[config.mk]
export PLATFORM = sky130hd
export DESIGN_NAME = semaforo_ctrl
export DESIGN_NICKNAME = d
export VERILOG_FILES = /design/src/rtl/semaforo_ctrl_pkg.sv /design/src/rtl/semaforo_ctrl_sec_tick_gen.sv /design/src/rtl/semaforo_ctrl.sv
export SDC_FILE = /design/constraint.sdc
export NUM_CORES = 1
export LEC_CHECK = 0
export CORE_MARGIN = 5
export CORE_UTILIZATION = 45
export CTS_CLUSTER_SIZE = 14
export DETAILED_ROUTE_END_ITERATION = 12
export PLACE_DENSITY = 0.66
export SYNTH_ARGS = -nofsm -noshare
export SYNTH_HDL_FRONTEND = slang
export SYNTH_SLANG_ARGS = --single-unit
[constraint.sdc]
create_clock -name CLK100MHZ -period 1.83 [get_ports CLK100MHZ]
set_input_delay 0.4575 -clock CLK100MHZ [delete_from_list [all_inputs] [get_ports CLK100MHZ]]
set_output_delay 0.4575 -clock CLK100MHZ [all_outputs]
set_load 0.005 [all_outputs]
[src/rtl/semaforo_ctrl_pkg.sv]
// Shared definitions for the traffic-light controller: phase codes, light
// encodings and default durations, also used by the 7-segment multiplexer.
package semaforo_ctrl_pkg;

  typedef enum logic [2:0] {
    ALLRED_A = 3'd0,
    GREEN1   = 3'd1,
    YEL1     = 3'd2,
    ALLRED_B = 3'd3,
    GREEN2   = 3'd4,
    YEL2     = 3'd5
  } phase_t;

  // {R,G} pair per approach
  localparam logic [1:0] LIGHT_RED    = 2'b10;
  localparam logic [1:0] LIGHT_GREEN  = 2'b01;
  localparam logic [1:0] LIGHT_YELLOW = 2'b11;

  localparam int unsigned DEF_CLK_HZ   = 100_000_000;
  localparam int unsigned DEF_T_ALLRED = 2;
  localparam int unsigned DEF_T_GREEN  = 10;
  localparam int unsigned DEF_T_YELLOW = 5;
  localparam int unsigned DEF_PED_CUT  = 3;

  function automatic phase_t next_phase(input phase_t p);
    case (p)
      ALLRED_A: return GREEN1;
      GREEN1:   return YEL1;
      YEL1:     return ALLRED_B;
      ALLRED_B: return GREEN2;
      GREEN2:   return YEL2;
      default:  return ALLRED_A;
    endcase
  endfunction

  // Returns {R16, G16, R17, G17}
  function automatic logic [3:0] lights_of(input phase_t p);
    case (p)
      GREEN1:  return {LIGHT_GREEN,  LIGHT_RED};
      YEL1:    return {LIGHT_YELLOW, LIGHT_RED};
      GREEN2:  return {LIGHT_RED,    LIGHT_GREEN};
      YEL2:    return {LIGHT_RED,    LIGHT_YELLOW};
      default: return {LIGHT_RED,    LIGHT_RED};
    endcase
  endfunction

endpackage

[src/rtl/semaforo_ctrl_sec_tick_gen.sv]
// Divides the system clock down to a registered one-cycle pulse every CLK_HZ
// cycles; the first pulse is consumed CLK_HZ cycles after reset release.
module sec_tick_gen #(
  parameter int unsigned CLK_HZ = 100_000_000
) (
  input  logic CLK100MHZ,
  input  logic RST,
  output logic sec_tick
);

  localparam int unsigned CW = (CLK_HZ > 2) ? $clog2(CLK_HZ) : 1;
  localparam logic [CW-1:0] LAST = CW'(CLK_HZ - 1);
  localparam logic [CW-1:0] PRE  = CW'(CLK_HZ - 2);

  if (CLK_HZ < 2) begin : g_bad_clk_hz
    $error("sec_tick_gen: CLK_HZ must be at least 2");
  end

  logic [CW-1:0] cnt;

  // Pulse is registered from the cycle before, so it is high while cnt == LAST
  always_ff @(posedge CLK100MHZ or posedge RST) begin
    if (RST) begin
      cnt      <= '0;
      sec_tick <= 1'b0;
    end else begin
      cnt      <= (cnt == LAST) ? '0 : cnt + CW'(1);
      sec_tick <= (cnt == PRE);
    end
  end

endmodule

[src/rtl/semaforo_ctrl.sv]
// Six-phase two-approach traffic-light sequencer with a 1 s tick, pedestrian
// green-cut request, and phase/countdown export for the 7-segment display.
module semaforo_ctrl
  import semaforo_ctrl_pkg::*;
#(
  parameter int unsigned CLK_HZ   = DEF_CLK_HZ,
  parameter int unsigned T_ALLRED = DEF_T_ALLRED,
  parameter int unsigned T_GREEN  = DEF_T_GREEN,
  parameter int unsigned T_YELLOW = DEF_T_YELLOW,
  parameter int unsigned PED_CUT  = DEF_PED_CUT
) (
  input  logic       CLK100MHZ,
  input  logic       RST,
  input  logic       BTNC,
  output logic       R16,
  output logic       G16,
  output logic       R17,
  output logic       G17,
  output logic [2:0] phase,
  output logic [5:0] remaining,
  output logic       ped_pending,
  output logic       sec_tick
);

  if (T_ALLRED < 1 || T_ALLRED > 63) begin : g_bad_allred
    $error("semaforo_ctrl: T_ALLRED out of range 1..63");
  end
  if (T_GREEN < 1 || T_GREEN > 63) begin : g_bad_green
    $error("semaforo_ctrl: T_GREEN out of range 1..63");
  end
  if (T_YELLOW < 1 || T_YELLOW > 63) begin : g_bad_yellow
    $error("semaforo_ctrl: T_YELLOW out of range 1..63");
  end
  if (PED_CUT < 1 || PED_CUT > T_GREEN) begin : g_bad_ped_cut
    $error("semaforo_ctrl: PED_CUT out of range 1..T_GREEN");
  end

  localparam logic [5:0] D_ALLRED = 6'(T_ALLRED);
  localparam logic [5:0] D_GREEN  = 6'(T_GREEN);
  localparam logic [5:0] D_YELLOW = 6'(T_YELLOW);
  localparam logic [5:0] D_PED    = 6'(PED_CUT);

  function automatic logic [5:0] dur_of(input phase_t p);
    case (p)
      GREEN1, GREEN2: return D_GREEN;
      YEL1, YEL2:     return D_YELLOW;
      default:        return D_ALLRED;
    endcase
  endfunction

  sec_tick_gen #(
    .CLK_HZ(CLK_HZ)
  ) u_tick (
    .CLK100MHZ(CLK100MHZ),
    .RST      (RST),
    .sec_tick (sec_tick)
  );

  // [0],[1] synchronise BTNC; [2] holds the previous synchronised level
  logic [2:0] btn_sync;
  logic       ped_edge;

  always_ff @(posedge CLK100MHZ or posedge RST) begin
    if (RST) btn_sync <= '0;
    else     btn_sync <= {btn_sync[1:0], BTNC};
  end

  assign ped_edge = btn_sync[1] & ~btn_sync[2];

  phase_t     phase_q, phase_nxt;
  logic [5:0] rem_q, rem_nxt;
  logic       ped_q, ped_nxt;
  logic [3:0] lights_q, lights_nxt;
  logic       enter_allred;
  logic       in_green;

  always_ff @(posedge CLK100MHZ or posedge RST) begin
    if (RST) begin
      phase_q  <= ALLRED_A;
      rem_q    <= D_ALLRED;
      ped_q    <= 1'b0;
      lights_q <= {LIGHT_RED, LIGHT_RED};
    end else begin
      phase_q  <= phase_nxt;
      rem_q    <= rem_nxt;
      ped_q    <= ped_nxt;
      lights_q <= lights_nxt;
    end
  end

  always_comb begin
    phase_nxt    = phase_q;
    rem_nxt      = rem_q;
    enter_allred = 1'b0;
    in_green     = (phase_q == GREEN1) || (phase_q == GREEN2);

    if (phase_q > YEL2) begin
      phase_nxt = ALLRED_A;
      rem_nxt   = D_ALLRED;
    end else if (sec_tick && rem_q == 6'd1) begin
      phase_nxt = next_phase(phase_q);
      rem_nxt   = dur_of(phase_nxt);
    end else if (ped_q && in_green && rem_q > D_PED) begin
      // the cut swallows a tick landing in the same cycle
      rem_nxt = D_PED;
    end else if (sec_tick) begin
      rem_nxt = rem_q - 6'd1;
    end

    enter_allred = (phase_nxt != phase_q) &&
                   ((phase_nxt == ALLRED_A) || (phase_nxt == ALLRED_B));
    ped_nxt      = ped_edge | (ped_q & ~enter_allred);
    lights_nxt   = lights_of(phase_nxt);
  end

  assign {R16, G16, R17, G17} = lights_q;
  assign phase       = phase_q;
  assign remaining   = rem_q;
  assign ped_pending = ped_q;

endmodule

### After elaboration in Yosys (flattened, before gate mapping)

Index checks and enable logic that the tools add are counted.

| storage, ports and cells | value |
|---|---|
| flip-flop bits (word level) | 45 |
| bits of input ports | 3 |
| output and inout port bits | 15 |
| logic and storage cells | 56 |

| operators by class | value |
|---|---|
| $add $sub $neg | 2 |
| order comparisons | 2 |
| equal/unequal tests | 17 |
| mux-type cells | 12 |
| bitwise operators | 5 |
| reductions and logical operators | 11 |

Operators with widths:

| cell | count |
|---|---|
| equality test 27 bit (second input constant) | 2 |
| adder 27 x 1 -> 27 bit (second input constant) | 1 |
| two-way mux 27 bit | 1 |
| two-way mux 6 bit | 4 |
| one-hot mux 4 bit (4 select lines) | 1 |
| equality test 3 x 2 -> 1 bit (second input constant) | 5 |
| equality test 3 bit (second input constant) | 5 |
| one-hot mux 3 bit (5 select lines) | 1 |
| two-way mux 3 bit | 4 |
| equality test 3 x 1 -> 1 bit (second input constant) | 3 |
| one-hot mux 4 bit (2 select lines) | 1 |
| equality test 6 x 1 -> 1 bit (second input constant) | 1 |
| greater-than comparator 6 x 2 -> 1 bit (second input constant) | 1 |
| logical NOT 3 bit | 2 |
| subtractor 6 x 1 -> 6 bit (second input constant) | 1 |
| logical AND 1 bit | 4 |
| nonzero test 4 bit | 1 |
| OR reduction 2 bit | 2 |
| greater-than comparator 3 bit (second input constant) | 1 |
| inequality test 3 bit | 1 |
| AND 1 bit | 2 |
| logical OR 1 bit | 2 |
| inverter 1 bit | 2 |
| OR 1 bit | 1 |

### Longest topological paths before layout

Gate-level depths: netlist (run 1).

| depth | value |
|---|---|
| depth in word-level cells | 12 |
| depth in mapped cells | 8 |
| depth with buffers taken out | 6 |

### Modules after synthesis

From an unflattened synthesis (run 1), not the netlist that was laid out.

| unflattened totals | value |
|---|---|
| cell total of the unflattened synthesis | 234 |
| area, all modules | 2322.2 um^2 |

By module, submodules not included:

| module | times used | cells each | area an instance (um^2) | seq. area each (um^2) |
|---|---|---|---|---|
| sec_tick_gen | 1 | 143 | 1407.6 | 700.7 |
| semaforo_ctrl | 1 | 91 | 914.6 | 429.2 |

### Least setup slack after synthesis (run 1)

Ideal clock, no wire load.

| path | value |
|---|---|
| kind | register to register |
| start | reg rem_q[1] (netlist: remaining[1]) |
| end | reg lights_q[3] |
| setup time | 88 ps |
| arrival | 1762 ps |
| data required time | 1742 ps |
| slack | -20 ps |
| stages on the path, launching flop included | 9 |
| path buffers | 2 |
| period minus slack after synthesis | 1850 ps |
| path through | dfstp_2 -> inv_1 -> ha_1 -> and2_0 -> clkbuf_1 -> and2_1 -> buf_6 -> xnor2_1 -> or3_1 |

| between the ends | value |
|---|---|
| cells in the longest elaborated chain, start to end | 6 |
| elaborated cells between the ends (all ways) | 9 |
| classes of those cells | 5 x eq/ne; 3 x mux; 1 x reduce/logical |

Ends and longest elaborated chain:

| element | RTL line | source |
|---|---|---|
| start: declaration | semaforo_ctrl.sv:71 | `logic [5:0] rem_q, rem_nxt;` |
| start signal: assignment | semaforo_ctrl.sv:85 | `rem_q <= rem_nxt;` |
| equality test 6 x 1 -> 1 bit (*) | semaforo_ctrl.sv:100 | `end else if (sec_tick && rem_q == 6'd1) begin` |
| logical AND 1 bit (*) | semaforo_ctrl.sv:100 |  |
| two-way mux 3 bit (*) | semaforo_ctrl.sv:100 |  |
| two-way mux 3 bit (*) | semaforo_ctrl.sv:97 | `if (phase_q > YEL2) begin` |
| equality test 3 bit, or another cell as far along | semaforo_ctrl_pkg.sv:38 | `case (p)` |
| one-hot mux 4 bit (4 select lines) (*) | semaforo_ctrl_pkg.sv:38 |  |
| named net lights_nxt[3] | semaforo_ctrl.sv:73 | `logic [3:0] lights_q, lights_nxt;` |
| end signal: assignment | semaforo_ctrl.sv:82 | `lights_q <= {LIGHT_RED, LIGHT_RED};` |
| end signal: assignment | semaforo_ctrl.sv:87 | `lights_q <= lights_nxt;` |
| end: declaration | semaforo_ctrl.sv:73 |  |

The timed path passes the listed nets; every way through them passes the cells marked *.
A chain may end at the register's enable or synchronous reset.

### Worst setup path after layout (run 1)

| path | value |
|---|---|
| start | reg phase_q[1] (netlist: phase[1]) |
| end | out phase[1] |

RTL lines:

| element | RTL line | source |
|---|---|---|
| start: declaration | semaforo_ctrl.sv:70 | `phase_t phase_q, phase_nxt;` |
| start signal: assignment | semaforo_ctrl.sv:84 | `phase_q <= phase_nxt;` |
| end: declaration | semaforo_ctrl.sv:19 | `output logic [2:0] phase,` |

No word-level cell between the ends.

==> flow_summary.rst, run 1 <==
.. list-table::
   :header-rows: 1

   * - Metric
     - Value
   * - Outcome
     - completed
   * - Number of buffers and inverters on the critical path
     - 2
   * - Detailed-routing iteration count for the pre-antenna-repair pass
     - 4
   * - Footprint of the multi-input gates
     - about 1200 µm²
   * - Most used cells in the layout excluding fill and tap cells
     - 35 x dfrtp_1, 31 x buf_4, 19 x nor2_1, 15 x nand2_1
   * - Number of remaining DRC errors
     - 0
   * - Hold Buf Count CTS
     - 0
   * - Total of endpoints with negative setup slack in the final report
     - 0
   * - Number of nets in the synthesized netlist
     - 251
   * - Post-synthesis instance area
     - 2410 µm²
   * - Sequential element share of the synthesized area
     - 46.9%
   * - Warnings, synthesis
     - 0
   * - Mean routed wirelength per cell
     - 15.1 µm
   * - Maximum fanout along the worst path
     - 9
   * - Residual antenna-violating net count after detailed routing
     - 0
   * - Peak supply drop
     - 0.458 mV
   * - TritonCTS Buffers
     - 5
   * - Detailed-route via count
     - ~2000
   * - Pin count of the biggest net entering global routing
     - 46
   * - Cell-by-cell listing of the critical path
     - buf_6 -> clkdlybuf4s50_1
   * - DPL Wire Length
     - 3840 µm
   * - # Max-Cap Violations
     - 0
   * - Diodes inserted
     - 0
   * - Clock Sinks
     - 45
   * - Total core area
     - roughly 5100 µm²
   * - Final layout net count
     - about 300
   * - Power density of the placed cells
     - 553 nW/µm²
   * - Relative area change from synthesis to final layout
     - 25.6%
   * - Number of inserted filler cells in the final layout
     - 468
   * - Worst clock skew on the final layout
     - 13.5 ps
   * - CTS tree
     - yes
   * - Hold/Removal Path Class
     - register to register
   * - Crit-path max cell delay
     - 500 ps
   * - Floorplan row count
     - 26
   * - Final period demand of the worst path
     - 1780 ps
   * - Clock Tree Root
     - clkbuf_8
   * - Crit share post-route
     - 97.2%
   * - Final number of max-transition violations
     - 0
   * - Starting density of the core
     - 46.8%
   * - Via-per-instance ratio
     - around 5.5
   * - Distinct cells, synth
     - approximately 50
   * - Critical path endpoint category
     - output pin
   * - Number of synthesized register bits
     - 45
   * - Buffers added on ports
     - 17
   * - Post-synth EDFFs
     - 0
   * - Violation count after the first detailed-route iteration
     - 107
   * - Number of antenna violations at the first check in global routing
     - 0
   * - Storage element area
     - around 1100 µm²
   * - Maximum operating frequency
     - 562 MHz
   * - Arrival time worst endpoint
     - 1320 ps
   * - Total Routed Length
     - 5480 µm
   * - Async SR Flop Fraction
     - between 90% and 100%
   * - Transition at the pin with the smallest max-transition slack
     - 399 ps
   * - Number of H-tree branching levels
     - 2
   * - Start point of the worst min-delay path
     - btn_sync[0]
   * - Post-placement worst setup slack
     - 12.7 ps
   * - Leakage power figure
     - 1.28 nW
   * - Worst r2r src
     - remaining[1]
   * - Clock Latency Late Sink
     - 310 ps
   * - Startpoint Class
     - register
   * - Global-route wire length before repair
     - between 9000 and 10000 µm
   * - Max transition margin
     - 73.2%
   * - Worst EP required
     - 1370 ps
   * - Final hold viol count
     - 0
   * - RePlAce Congestion
     - 0.867
   * - Most common cell after layout, fill and taps aside
     - dfrtp_1
   * - Worst-case clock buffer depth
     - 2
   * - Synth Instances
     - roughly 240
   * - Via count of the first global-routing pass
     - 1978
   * - Die Outline Area
     - 6910 µm²
   * - Worst setup path startpoint
     - phase[1]
   * - Fraction of layout instances using a drive strength above 1
     - 23.6%
   * - Least setup slack across all paths after layout
     - 50.7 ps
   * - Height of the chip
     - 83.1 µm
   * - I/O pin total
     - 18
   * - Die W
     - slightly above 80 µm
   * - Kind of cell adding the most delay to the critical path
     - buffers and inverters
   * - Library cell contributing the largest single delay on the critical path
     - clkdlybuf4s50_1
   * - Combined global-route utilization of all metal layers
     - 16.3%
   * - Global route overflow
     - 0
   * - Most used flip-flop cell after synthesis
     - dfrtp_1
   * - Clock-pin transition on the worst setup and hold timing paths
     - 100 ps
   * - Final design instance area without fill
     - 3020 µm²
   * - Instance area after placement
     - about 2800 µm²
   * - Syn Area/Cell
     - 9.87 µm²
   * - Type of the setup path with the least slack
     - register to output pin
   * - Worst hold slack
     - roughly 360 ps
==> registers in the layout, indices dropped and copies added (netlist names) <==
register,cells
u_tick.cnt,27
remaining,6
lights_q,4
btn_sync,3
phase,3
ped_pending,1
u_tick.sec_tick,1
==> worst register-to-register path: stages, from the launching register on <==
cell,delay [ps]
dfstp_2,550
inv_1,70
ha_1,190
and3b_1,180
and2_1,160
xnor2_1,140
a2111oi_2,370
==> final cells by class <==
cell class | instances | share of cell area (%)
Sequential cell | 45 | 37.6
Clock buffer | 5 | 2.28
Timing Repair Buffer | 52 | 15.3
Clock inverter | 3 | 0.827
Inverter | 10 | 1.24
Tap cell | 70 | 2.90
Multi-Input combinational cell | 177 | 39.8
==> where the power goes <==
part | internal (mW) | leakage, nW | switching (mW) | total, mW
combinational | 0.00858 | 0.660 | 0.0201 | 0.0287
sequential | 0.997 | 0.580 | 0.00103 | 0.998
clock | 0.276 | 0.0447 | 0.369 | 0.645
==> synthesized netlist by cell type (5+ instances only) <==
cell,instances,share of area [%]
a21oi_1,13,2.7
and2_1,5,1.3
and3_1,5,1.3
clkbuf_1,7,1.1
dfrtp_1,42,44
inv_1,9,1.4
nand2_1,16,2.5
nand3_1,15,3.1
nand4_1,8,2.1
nor2_1,19,3.0
nor3_1,5,1.0
o21ai_0,7,1.5
o31ai_1,6,1.9
or4_1,5,1.6
xnor2_1,12,4.4
xor2_1,8,2.9
==> metal layers <==
layer | vias up | track usage (%) | routed length [µm] | share of wire [%]
met1 | 981 | 22.7 | 2610 | 48
met4 | 0 | 4.90 | 53 | 0.97
met2 | 35 | 25.4 | 2610 | 48
li1 | 982 | - | - | -
met5 | - | 0 | 0 | 0
met3 | 5 | 3.76 | 203 | 3.7
==> logic make-up after synthesis <==
family	count (synthesis)	synth area share [%]
and+or+nand+nor	105	25.4
AOI/OAI and AO/OA	46	13.6
DFF	45	46.9
buffers and inverters	22	3.95
xor gates and xnor gates	20	7.28
adders and majority gates	4	2.08
muxes	2	0.832
==> path summary, 6_finish.rpt <==
kind / end / slack, ps / cells after the start
hold / removal: btn_sync[1] / 360 / 0
setup / recovery: phase[1] / 50 / 2
setup reg to reg: remaining[4] / 60 / 6
min in group asynchronous: remaining[0] / 490 / 3
max in group asynchronous: remaining[1] / 1070 / 3
hold reg to reg: btn_sync[1] / 360 / 0
==> per-stage QoR <==
step                      util [%]  instances  power (mW)  setup TNS, ps
after floorplan                  -        244        1.03              0
after global placement        54.9        346        1.05              0
after detailed placement      54.9        346        1.05              0
after CTS                     57.3        356        1.70              0
after global routing          58.8        362        1.74          -43.3
final                         58.8        362        1.67              0
==> repair_timing <==
item,4_1_cts,5_1_grt
setup buffers,2,6
gates resized for setup,7,17
setup endpoints to repair,7,20
(Power assumes the default switching activity.)
==> run 2, diff against run 1 <==
--- a/config.mk
+++ b/config.mk
@@ -5,6 +5,7 @@
 export SDC_FILE = /design/constraint.sdc
 export NUM_CORES = 1
 export LEC_CHECK = 0
+export CORE_ASPECT_RATIO = 1.75
 export CORE_MARGIN = 5
 export CORE_UTILIZATION = 45
 export CTS_CLUSTER_SIZE = 14
==> flow_summary.rst, run 2 (synthesis gave the netlist of run 1 again) <==
.. list-table::
   :header-rows: 1

   * - Metric
     - Value
   * - Outcome
     - completed
   * - Final number of max-transition violations
     - 0
   * - CTS tree
     - yes
   * - Clock-pin transition on the worst setup and hold timing paths
     - about 90 ps
   * - Startpoint Class
     - register
   * - Flip-flop count of the largest register after layout
     - 27
   * - Buffers added on ports
     - 17
   * - Worst r2r src
     - u_tick.cnt[10]
   * - Global route overflow
     - 0
   * - Maximum fanout along the worst path
     - 8
   * - Leakage power figure
     - 1.28 nW
   * - Fraction of layout instances using a drive strength above 1
     - between 20% and 30%
   * - Crit-path max cell delay
     - 510 ps
   * - Total Routed Length
     - 5730 µm
   * - Register ranked first by flip-flop count
     - u_tick.cnt
   * - Clock Sinks
     - 45
   * - Most common cell after layout, fill and taps aside
     - dfrtp_1
   * - Hold/Removal Path Class
     - register to register
   * - Power density of the placed cells
     - 607 nW/µm²
   * - Final period demand of the worst path
     - about 1800 ps
   * - Worst clock skew on the final layout
     - 13.7 ps
   * - Kind of cell adding the most delay to the critical path
     - buffers and inverters
   * - DPL Wire Length
     - 4350 µm
   * - Transition at the pin with the smallest max-transition slack
     - 490 ps
   * - Final design instance area without fill
     - 3020 µm²
   * - Diodes inserted
     - 0
   * - Worst hold slack
     - 357 ps
   * - Height of the chip
     - 107 µm
   * - Starting density of the core
     - 45.8%
   * - Die W
     - 65.3 µm
   * - Final layout net count
     - 295
   * - RePlAce Congestion
     - about 0.91
   * - Relative area change from synthesis to final layout
     - 25.3%
   * - Mean routed wirelength per cell
     - approximately 17 µm
   * - Via count of the first global-routing pass
     - between 2000 and 2500
   * - Type of the setup path with the least slack
     - register to output pin
   * - Number of remaining DRC errors
     - 0
   * - Total core area
     - 5260 µm²
   * - Start point of the worst min-delay path
     - btn_sync[0]
   * - Final hold viol count
     - 0
   * - TritonCTS Buffers
     - 5
   * - Max transition margin
     - 66.9%
   * - Number of H-tree branching levels
     - 2
   * - Maximum operating frequency
     - 559 MHz
   * - Arrival time worst endpoint
     - 1330 ps
   * - Detailed-routing iteration count for the pre-antenna-repair pass
     - 4
   * - Floorplan row count
     - 35
   * - Number of antenna violations at the first check in global routing
     - 0
   * - Detailed-route via count
     - approximately 2000
   * - Via-per-instance ratio
     - about 5.9
   * - Die Outline Area
     - ~7000 µm²
   * - Violation count after the first detailed-route iteration
     - 97
   * - Instance area after placement
     - 2820 µm²
   * - Cell-by-cell listing of the critical path
     - buf_4 -> clkdlybuf4s50_1
   * - Clock Tree Root
     - clkbuf_8
   * - Most used cells in the layout excluding fill and tap cells
     - 34 x dfrtp_1, 28 x buf_4, 19 x nor2_1, 16 x clkdlybuf4s50_1, 15 x nand2_1
   * - Peak supply drop
     - 0.393 mV
   * - Library cell contributing the largest single delay on the critical path
     - clkdlybuf4s50_1
   * - Clock Latency Late Sink
     - 300 ps
   * - Critical path endpoint category
     - output pin
   * - Number of buffers and inverters on the critical path
     - 2
   * - Residual antenna-violating net count after detailed routing
     - 0
   * - Worst-case clock buffer depth
     - 2
   * - Crit share post-route
     - 97.8%
   * - # Max-Cap Violations
     - 0
   * - Pin count of the biggest net entering global routing
     - 17
   * - Global-route wire length before repair
     - 9580 µm
   * - Combined global-route utilization of all metal layers
     - 17.6%
   * - Worst EP required
     - 1370 ps
   * - Total of endpoints with negative setup slack in the final report
     - 0
   * - Util after Layout
     - 57.4%
   * - I/O pin total
     - 18
   * - Hold Buf Count CTS
     - 0
   * - Sum of negative setup slack
     - 0 ps
   * - Worst setup path startpoint
     - phase[2]
-- run 2: cell types whose count changed in the layout (fill, tap and decap cells not counted), moves of 2 or more --
cell,change
and2_2,-2
buf_4,-3
clkdlybuf4s50_1,+2
dlymetal6s2s_1,-2
-- run 2: repair_timing --
item                       in CTS  in global routing
setup endpoints to repair       4                 16
setup buffers                   1                  4
resized for setup               3                 17
-- run 2: path summary, 6_finish.rpt --
path	endpoint	slack (ps)	cells after the start
min in group asynchronous	u_tick.cnt[5]	470	2
min reg2reg	btn_sync[1]	360	0
max reg2reg	u_tick.cnt[23]	100	4
min	btn_sync[1]	360	0
max in group asynchronous	remaining[1]	870	3
max	phase[2]	40	2
-- run 2: area by class of cell --
cell class | instances | area (µm²)
clock buffer | 6 | 82.6
timing repair buffer | 49 | 445
multi-input combinational | 177 | 1200
clock inverter | 2 | 37.5
sequential | 45 | 1140
tap | 55 | 68.8
fill | 464 | 2240
inverter | 10 | 37.5
-- run 2: per-stage QoR --
| stage | power [mW] | cells | worst slack (ps) |
|---|---|---|---|
| 5_1_grt | 1.87 | 344 | -7.78 |
| 4_1_cts | 1.84 | 340 | 0.238 |
| 6_report | 1.83 | 344 | 40.8 |
| 3_3_place_gp | 1.05 | 331 | 77.4 |
| 3_5_place_dp | 1.05 | 331 | 38.4 |
| 2_1_floorplan | 1.03 | 244 | 2.49 |
-- run 2: metal layers --
metal / wire length [µm] / track usage (%)
met1: 2070 / 17.8
met5: 0 / 0
met3: 164 / 2.41
met2: 3300 / 33.9
met4: 197 / 8.90
-- run 2: worst register-to-register path: cells and delay by family, from the launching register on --
family          cells  cell delay, ps
simple gates        3            1090
flops               1             440
compound gates      1             130
-- run 2: report_power, final --
group	internal, mW	leakage, nW	switching, mW
Clock	0.444	0.0574	0.353
Combinational	0.0125	0.647	0.0215
Sequential	0.997	0.580	0.00105
Total	1.45	1.28	0.376
==> variant, RTL diff (flow settings as in run 2) <==
Compare `cnt` against `PRE` with >= in place of ==.
--- a/src/rtl/semaforo_ctrl_sec_tick_gen.sv
+++ b/src/rtl/semaforo_ctrl_sec_tick_gen.sv
@@ -26,5 +26,5 @@
     end else begin
       cnt      <= (cnt == LAST) ? '0 : cnt + CW'(1);
-      sec_tick <= (cnt == PRE);
+      sec_tick <= (cnt >= PRE);
     end
   end
Behaviour: no difference found for any inputs over 10 cycles, from zero or initial values and one cycle with RST high; that may be too few to reach the edited logic, so the function may still have changed.
==> variant against run 2 <==
- the run now ends with negative setup slack left
- non-clock buffer count up 13
- worst setup slack worse by 0.091 ns
- power up 0.11%
- design area up 3.5%
- sequential cell count unchanged
- sequential share of layout area down 1.6 points
- area after synthesis down 3.6%
- critical path type is now register to register
- routed wire length down 0.40%
- highest routed layer unchanged
==> variant: results (changes against run 2) <==
| Metric | Value |
|---|---|
| Placed cells | `338 (+2.1%)` |
| N_diodes | `0 (unchanged)` |
| Status | `complete, but fails checks` |
| Vias per cell | `5.77 (-2.9%)` |
| Critical path peak fanout | `6 (-2)` |
| Largest register FFs | `27 (unchanged)` |
| Fillers | `417 (-10%)` |
| Arrival @ worst endpoint | `2.08 ns (+0.75 ns)` |
| Final wirelength | `5710 um (-0.40%)` |
| Lkg Pwr | `1.37 nW (+6.6%)` |
| Async set-reset flop share out of synthesis | `1.00 (unchanged)` |
| Kind of cell adding the most delay to the critical path | `simple AND/OR/NAND/NOR gates` |
| Worst skew pair latency | `0.30 ns (about the same)` |
| Maximum buffer depth of the clock tree | `2 (unchanged)` |
| Drt pass-1 iters | `4 (unchanged)` |
| Initial antenna violation count | `0 (unchanged)` |
| Hold crit path type | `register to register` |
| Placer Congestion | `0.839 (-7.9%)` |
| Seq/Total Area, Yosys | `0.487 (+0.0175)` |
| Worst hold slack | `0.350 ns (-0.00664 ns)` |
| Failing checks | `negative setup slack` |
| Met3 routed WL | `158 um (-3.7%)` |
| Drt wl/cell | `15.9 um (-4.3%)` |
| Largest net degree at the start of global routing | `27 (+10)` |
| M1 WL | `2090 um (+1.2%)` |
| First-pass GRT wire length | `9090 um (-5.1%)` |
| CTS buffer count | `5 (unchanged)` |
| Slowest CP cell | `or4_4` |
| DP HPWL | `4170 um (-4.1%)` |
| Reg clk slew, reported paths | `0.09 ns (about the same)` |
| Vias in the first global route | `1992 (-2.6%)` |
| CP max stage delay | `0.55 ns (+0.04 ns)` |
| Synth Instances | `242 (-0.82%)` |
| CTS root buffer | `clkbuf_8` |
| Top cells by count, synth | `42 x dfrtp_1, 27 x nor2_1, 25 x nand2_1` |
| Area contributors post-synth | `dfrtp_1 45%, xnor2_1 4.5%, nor2_1 4.4%` |
| Nets | `310 (+5.1%)` |
| Worst-margin pin slew | `0.429 ns (-0.0610 ns)` |
| Worst vdd ir | `0.548 mV (+39%)` |
| Clock Skew | `0.00674 ns (-0.00696 ns)` |
| Tot GR Track Use | `0.168 (-0.00808)` |
| PortBufs | `17 (unchanged)` |
| Setup ws final | `-0.0506 ns (-0.0914 ns)` |
| Yosys warning count | `0 (unchanged)` |
| Routed met2 length | `3240 um (-2.0%)` |
| Library cells used by synthesis | `48 (-5.9%)` |
| Final setup violation count | `10 (+10)` |
| Place WS | `-0.0647 ns (-0.103 ns)` |
| Initial DRC count | `71 (-27%)` |
| Syn Nets | `249 (-0.80%)` |
| Layout cell share with drive strength beyond 1 | `0.270 (+0.0379)` |
==> variant: cells by family (layout without fill, tap and decap cells) <==
family                   after synthesis  count (layout)  share of synthesized area
AO/OA/AOI/OAI                         40              40                      0.119
XOR/XNOR                              21              21                     0.0792
adder cells (fa/ha/maj)                4               4                     0.0216
buffers and inverters                 22              84                     0.0367
flip-flops                            45              45                      0.487
multiplexers                           4               4                     0.0173
AND/OR/NAND/NOR                      106             106                      0.239
==> variant: power by group <==
group / switching, W / leakage (nW) / internal [W] / total, W
Sequential: 0.00000109 / 0.590 / 0.000997 / 0.000998
Clock: 0.000358 / 0.0574 / 0.000444 / 0.000803
Combinational: 0.0000211 / 0.721 / 0.00000967 / 0.0000308
==> variant: timing repair <==
action,CTS,global route
cloned,0,0
endpoints found under the setup margin,10,24
setup buffers,3,9
resized for setup,8,24
pin swaps,6,9
hold buffers,0,0
==> variant: through the flow <==
step	setup TNS (ns)	cell area (um^2)	util
floorplan	0	2320	-
global placement	-0.00703	2790	0.560
detailed placement	-0.295	2790	0.560
CTS	-0.139	2960	0.595
global route	-1.91	3120	0.627
finish	-0.172	3120	0.627
==> variant: cell type report <==
cell class / count / area share
Tap cell: 54 / 0.0217
Clock buffer: 6 / 0.0265
Inverter: 14 / 0.0168
Clock inverter: 2 / 0.0120
Timing Repair Buffer: 62 / 0.176
Multi-Input combinational cell: 175 / 0.385
Sequential cell: 45 / 0.362
==> variant: final timing paths <==
| check | start | end | cells after the start |
|---|---|---|---|
| worst min register to register | btn_sync[0] | btn_sync[1] | 0 |
| max in group asynchronous | RST | lights_q[3] | 3 |
| min in group asynchronous | RST | btn_sync[1] | 2 |
| worst max-delay path | u_tick.cnt[10] | u_tick.cnt[14] | 6 |
| worst min-delay path | btn_sync[0] | btn_sync[1] | 0 |
| worst max register to register | u_tick.cnt[10] | u_tick.cnt[14] | 6 |
==> variant: metal layers <==
layer | vias up | GRT usage
met1 | 1039 | 0.173
met5 | - | 0
li1 | 980 | -
met3 | 18 | 0.0279
met4 | 0 | 0.102
met2 | 30 | 0.305
